==> src/rtl/reg_file_rename.sv <==
// Architectural register file with per-register rename state (busy bit + ROB tag).
// Optional same-cycle commit-to-read bypass is enabled by defining RF_COMMIT_BYPASS_EN.
module reg_file_rename #(
    parameter int unsigned XLEN  = 32,
    parameter int unsigned NREG  = 32,
    parameter int unsigned TAG_W = 4,
    parameter int unsigned NREAD = 2,
    localparam int unsigned RID_W = $clog2(NREG)
) (
    input  logic                   clk_in,
    input  logic                   rst_in,
    input  logic                   rdy_in,
    input  logic [NREAD*RID_W-1:0] rd_id,
    output logic [NREAD*XLEN-1:0]  rd_data,
    output logic [NREAD-1:0]       rd_busy,
    output logic [NREAD*TAG_W-1:0] rd_tag,
    input  logic                   iss_valid,
    input  logic [RID_W-1:0]       iss_rd,
    input  logic [TAG_W-1:0]       iss_tag,
    input  logic                   cmt_valid,
    input  logic [RID_W-1:0]       cmt_rd,
    input  logic [TAG_W-1:0]       cmt_tag,
    input  logic [XLEN-1:0]        cmt_data,
    input  logic                   flush_in,
    output logic                   any_busy
);

    logic [XLEN-1:0]  r_val [NREG];
    logic [NREG-1:0]  r_busy;
    logic [TAG_W-1:0] r_tag [NREG];

    logic w_cmt_en;
    logic w_cmt_rel;
    logic w_iss_en;

    assign w_cmt_en  = cmt_valid && (cmt_rd != '0);
    // Only the youngest rename may be released; a stale tag leaves busy/tag alone.
    assign w_cmt_rel = w_cmt_en && r_busy[cmt_rd] && (r_tag[cmt_rd] == cmt_tag);
    assign w_iss_en  = iss_valid && (iss_rd != '0) && !flush_in;

    always_ff @(posedge clk_in) begin
        if (rst_in) begin
            for (int unsigned i = 0; i < NREG; i++) begin
                r_val[i] <= '0;
                r_tag[i] <= '0;
            end
            r_busy <= '0;
        end else if (rdy_in) begin
            if (w_cmt_en) begin
                r_val[cmt_rd] <= cmt_data;
            end
            if (flush_in) begin
                r_busy <= '0;
            end else begin
                if (w_cmt_rel) begin
                    r_busy[cmt_rd] <= 1'b0;
                end
                // Placed after the release so a same-register issue wins.
                if (w_iss_en) begin
                    r_busy[iss_rd] <= 1'b1;
                    r_tag[iss_rd]  <= iss_tag;
                end
            end
        end
    end

    for (genvar gi = 0; gi < NREAD; gi++) begin : g_rd
        logic [RID_W-1:0] w_id;
        logic [XLEN-1:0]  w_data;
        logic             w_busy;
        logic [TAG_W-1:0] w_tag;

        assign w_id = rd_id[gi*RID_W +: RID_W];

        always_comb begin
            w_data = r_val[w_id];
            w_busy = r_busy[w_id];
            w_tag  = r_tag[w_id];
`ifdef RF_COMMIT_BYPASS_EN
            if (rdy_in && w_cmt_en && (w_id == cmt_rd)) begin
                w_data = cmt_data;
                if (w_cmt_rel) begin
                    w_busy = 1'b0;
                end
            end
`endif
            if (w_id == '0) begin
                w_data = '0;
                w_busy = 1'b0;
                w_tag  = '0;
            end
        end

        assign rd_data[gi*XLEN +: XLEN]   = w_data;
        assign rd_busy[gi]                = w_busy;
        assign rd_tag[gi*TAG_W +: TAG_W]  = w_tag;
    end

    assign any_busy = |r_busy;

endmodule

==> config.mk <==
export PLATFORM = sky130hd
export DESIGN_NAME = reg_file_rename
export DESIGN_NICKNAME = d
export VERILOG_FILES = /design/src/rtl/reg_file_rename.sv
export SDC_FILE = /design/constraint.sdc
export NUM_CORES = 2
export LEC_CHECK = 0
export BUFFER_PORTS_ARGS = -buffer_cell sky130_fd_sc_hd__buf_4
export CAP_MARGIN = 20
export CORE_ASPECT_RATIO = 1.5
export CORE_MARGIN = 3
export CORE_UTILIZATION = 60
export DETAILED_ROUTE_END_ITERATION = 8
export PLACE_DENSITY_LB_ADDON = 0.15
export SLEW_MARGIN = 10
export SYNTH_ARGS = -nofsm -noshare
export SYNTH_HDL_FRONTEND = slang
export SYNTH_SLANG_ARGS = --single-unit
==> constraint.sdc <==
create_clock -name clk_in -period 6.7 [get_ports clk_in]
set_input_delay 0.335 -clock clk_in [delete_from_list [all_inputs] [get_ports clk_in]]
set_output_delay 0.335 -clock clk_in [all_outputs]
set_load 0.05 [all_outputs]
**After elaboration in Yosys (flattened, before gate mapping)**

Memory sizes are Yosys's and may differ from the RTL's.
Index checks and enable logic that the tools add are counted.

- Memory bits (read-only): 0
- Input port bits: 66
- Memories kept: 2
- Word-level logic and storage cells: 67
- Bits in latches: 0
- Memory bits (writable): 1,152
- Flip-flop bits (word level): 32

Memory list:

| name | depth | width | read ports | clocked after memory_dff | write ports | RTL line | source |
|---|---|---|---|---|---|---|---|
| r_val | 32 | 32 | 2 | 0 | 32 | 28 | `logic [XLEN-1:0] r_val [NREG];` |
| r_tag | 32 | 4 | 3 | 0 | 32 | 30 | `logic [TAG_W-1:0] r_tag [NREG];` |

- Multiplexer cells: 39
- Shifts and indexed selects: 0
- Reduce and logical (&&, ||, !) cells: 15
- Divide/modulo/power cells: 0
- Bitwise operators: 3
- Multipliers: 0
- Add/sub/neg operators: 0
- Eq/ne operators: 1
- $lt $le $gt $ge: 6

Operators by type and width:

| cell | count |
|---|---|
| 2-to-1 mux 32 bit | 9 |
| OR reduction 32 bit | 2 |
| bitwise AND 32 bit | 1 |
| inverter 32 bit | 1 |
| bitwise OR 32 bit | 1 |
| < comparator 5 x 6 -> 1 bit (second input constant) | 4 |
| 2-to-1 mux 1 bit | 20 |
| binary-select mux 1 bit (select 5 bit) | 3 |
| 2-to-1 mux 4 bit | 3 |
| demux 1 bit (select 5 bit) | 2 |
| >= comparator 5 x 1 -> 1 bit (second input constant) | 2 |
| zero test 5 bit | 2 |
| 2-to-1 mux 5 bit | 2 |
| nonzero test 5 bit | 2 |
| logical AND 1 bit | 7 |
| == test 4 bit | 1 |
| OR reduction 4 bit | 1 |
| zero test 1 bit | 1 |

**Longest topological paths before layout**

- Word-level depth: 13
- Gate-level depth with buffers: 10
- Depth with buffers taken out: 7

**Worst setup path before layout**

OpenSTA, ideal clock, no wires.

- Path kind: input port to output port
- Start point: input port rd_id[0]
- End point: output port rd_busy[0]
- Cell stages on the path: 8
- Slack: 3,806 ps
- Required time: 6,365 ps
- Arrival: 2,559 ps
- Cell sequence: buf_2 buf_2 buf_1 mux4_2 mux4_2 mux2i_1 nor2_1 buf_4

- Word-level cells in the longest chain between the ends: 3
- Elaborated cells between the ends (all ways): 4
- Those cells by class: 3 x mux; 1 x reduce/logical

Ends and longest elaborated chain:

| what | RTL line | source |
|---|---|---|
| start, declared | 13 | `input logic [NREAD*RID_W-1:0] rd_id,` |
| binary-select mux 1 bit (select 5 bit) | 77 | `w_busy = r_busy[w_id];` |
| 2-to-1 mux 1 bit (not written as such) | 77 |  |
| 2-to-1 mux 1 bit * | 87 | `if (w_id == '0) begin` |
| end, declared | 15 | `output logic [NREAD-1:0] rd_busy,` |

Every way passes the cells marked *; elsewhere a longest branch is shown, timed or not. The select of a mux whose other input is x is not followed.

**Worst setup path after layout**

- Start point: input port rd_id[0]
- End point: output port rd_tag[2]

- Word-level cells in the longest chain between the ends: 2
- Elaborated cells between the ends (all ways): 3
- Those cells by class: 1 x mux; 1 x reduce/logical; 1 x memory

Ends and longest elaborated chain:

| what | RTL line | source |
|---|---|---|
| memory (32 x 4 bit) / zero test 5 bit (equally long branches) | - |  |
| 2-to-1 mux 4 bit * | 87 |  |
| end, declared | 16 | `output logic [NREAD*TAG_W-1:0] rd_tag,` |

Every way passes the cells marked *; elsewhere a longest branch is shown, timed or not.

==> impl_metrics.json <==
{
  "status": "finished, final reports clean",
  "core_area_mm2": 0.106,
  "drt_iter0_drc": 5521,
  "p_int_mw": 13.2,
  "clkPwrFrac_pct": 36.3,
  "start_util_pct": 60.7,
  "clk-insertion-delay-late_ps": 710,
  "p_leak_nw": 24.2,
  "cpPeakStageDelay_ps": 670,
  "ant_nets": 0,
  "avgViaCountPerCell": 7.12,
  "clockBufferDepth": 3,
  "hold_path.class": "input port to register",
  "crit_family": "multiplexers",
  "slew_headroom_pct": 24.9,
  "pwr_density_cell_mw_per_mm2": 251,
  "top_layer": "met5",
  "yosys.area.top_type": "edfxtp_1",
  "drive_gt1_share_pct": 30.6,
  "synth_enable_flop_cells": 1152,
  "wl_per_cell_um": 37.0,
  "hpwlAfterDp_mm": 123,
  "synth_flop_cell": "edfxtp_1",
  "ir_worst_vdd_mv": 0.340,
  "cts_hold_buffers": 0,
  "crit_arrival_ps": 3550,
  "fin_cells": 5506,
  "cts_made_buffers": 112,
  "crit_slowest_cell": "mux4_2",
  "fmax_mhz": 257,
  "cp-start-kind": "input port",
  "synthDistinctLibCells": 40,
  "cts_root_buf": "clkbuf_16",
  "place_ws_ps": 2280,
  "crit_chain": "buf_8 > buf_12 > mux4_2 > mux4_2 > mux2i_1 > nor2_1 > buf_4",
  "seq_power_share_pct": 49.2,
  "dpl_cell_area_mm2": 0.0669,
  "finalNetCount": 4067,
  "wl_met3_mm": 20.4,
  "postSynthAreaPerCell_um2": 15.9,
  "area_growth_pct": 9.72,
  "post_cts_buffers": 0,
  "port-buffer-count": 140,
  "rows": 146,
  "num_vias": 39193,
  "place_congestion": 0.974,
  "grt_pass1_vias": 39869,
  "switchingPower_mw": 4.57,
  "post-route-min-period_ps": 3890,
  "power_mw": 17.7,
  "finalHoldViolCount": 0,
  "crit_fanout": 100,
  "synth_common_cells": "edfxtp_1 (1152), and2_1 (1117), mux4_2 (744)",
  "finClkSkew_ps": 22.7,
  "antenna_found_initial": 15,
  "p_sw_share_pct": 25.8,
  "path_clk_slew_ps": 60,
  "dp_cells": 5290,
  "yosysSeqAreaShare_pct": 54.8,
  "p_comb_share_pct": 14.5,
  "grt_pass1_wl_mm": 289,
  "drc": 0,
  "grt_usage_pct": 37.4,
  "synth.most_common_cell": "edfxtp_1",
  "cts_htree_levels": 3,
  "dr.pass1.iters": 6,
  "synth_cells": 4036,
  "yosysWarningCount": 0,
  "fin_crit_sh_pct": 58.0,
  "endpoint_kind": "output port",
  "fin_setup_tns_ps": 0,
  "setup_viol": 0,
  "synth_top_area_share_pct": 53.8,
  "rsz0062_at_grt": "false",
  "design_area_mm2": 0.0706,
  "setup_ws_ps": 2810,
  "worst_pin_slew_ps": 1120,
  "synth-seq-cells": 1184,
  "cts_tree": "done",
  "path_buf_inv": 3,
  "dieArea_mm2": 0.111,
  "grt_start_max_net_pins": 135,
  "crit_top_cell": "mux4_2",
  "wl_met1_mm": 65.1,
  "grt_overflow_total": 0,
  "routed_wl_mm": 204,
  "fp.dieH_um": 407,
  "clock-sinks": 1184,
  "io_pins": 141,
  "maxSlewViolCount": 0,
  "worstPathRequired_ps": 6360,
  "wl_met2_mm": 101,
  "fp.dieW_um": 273,
  "max_cap_violations": 0,
  "critPathKind": "input port to output port",
  "async_flop_share_pct": 0,
  "synthTopCellsByArea": "edfxtp_1 (54%), mux4_2 (26%), and2_1 (11%), mux2i_1 (2.3%), clkbuf_1 (1.8%)",
  "post_cts_resized": 0,
  "netlist_area_mm2": 0.0643
}
==> final timing paths <==
check / startpoint / endpoint / slack, ps / cells past startpoint
hold reg to reg: r_busy[0]$_SDFFE_PP0P_ / r_busy[0]$_SDFFE_PP0P_ / 560 / 1
hold / removal: cmt_data[23] / r_val[1][23]$_SDFFCE_PN0P_ / 120 / 2
setup reg to reg: r_tag[27][0]$_SDFFCE_PN0P_ / r_busy[10]$_SDFFE_PP0P_ / 3620 / 7
setup / recovery: rd_id[0] / rd_tag[2] / 2810 / 7
==> final cells by class <==
| type | count | area [um2] |
|---|---|---|
| diodes | 4 | 10.0 |
| well taps | 1406 | 1760 |
| inverters | 4 | 15.0 |
| repair buffers | 236 | 2130 |
| multi-input cells | 2463 | 27800 |
| fillers | 7181 | 35300 |
| clock inverters | 69 | 599 |
| flip-flops and latches | 1184 | 35200 |
| clock buffers | 140 | 3050 |
==> placed cells by master (no fill, tap or decap), types with 32 or more instances in the layout <==
cell          n
clkbuf_16   117
dfxtp_1      32
edfxtp_1   1152
and2_1     1117
mux4_2      744
mux2i_1     146
nor2_4       33
conb_1       36
a21oi_1      62
nor2_1      143
buf_4       209
or2_2        63
==> layer usage <==
layer	vias up	track usage, %
met5	-	0
met4	2	26.0
met3	705	7.67
met2	2778	61.0
met1	20166	45.0
li1	15542	-
==> cells by family after synthesis <==
| logic type | synth area share (%) |
|---|---|
| AOI/OAI and AO/OA | 1.04 |
| and+or+nand+nor | 13.2 |
| xor gates and xnor gates | 0.0758 |
| other | 0.00583 |
| DFF | 54.8 |
| muxes | 28.3 |
| buffers and inverters | 2.64 |
==> power by group through the flow <==
stage | logic [mW] | clock network, mW | registers [mW]
after floorplan | 1.70 | 0 | 8.76
after global placement | 2.51 | 0 | 8.83
after detailed placement | 2.54 | 0 | 8.87
after CTS | 2.55 | 6.47 | 8.71
after global routing | 2.64 | 6.76 | 8.75
final | 2.57 | 6.45 | 8.72
==> state kept, by name, summed over array words and instances, names as in the netlist <==
register / cells
r_val: 1024
r_busy: 32
r_tag: 128
==> worst reg2reg max path, cell delays in order (launching register included) <==
cell,delay (ps)
edfxtp_1,440
mux2i_1,780
o22ai_1,200
nor4_1,390
o21ai_2,110
xor2_2,220
nor4_4,650
a21oi_1,140
==> per-stage QoR <==
stage / hold slack (ps) / utilization [%]
after floorplan: 487 / -
after global placement: 543 / 62.8
after detailed placement: 538 / 63.1
after CTS: 87.1 / 66.6
after global routing: 134 / 66.6
final: 121 / 66.6
(Power assumes the default switching activity.)
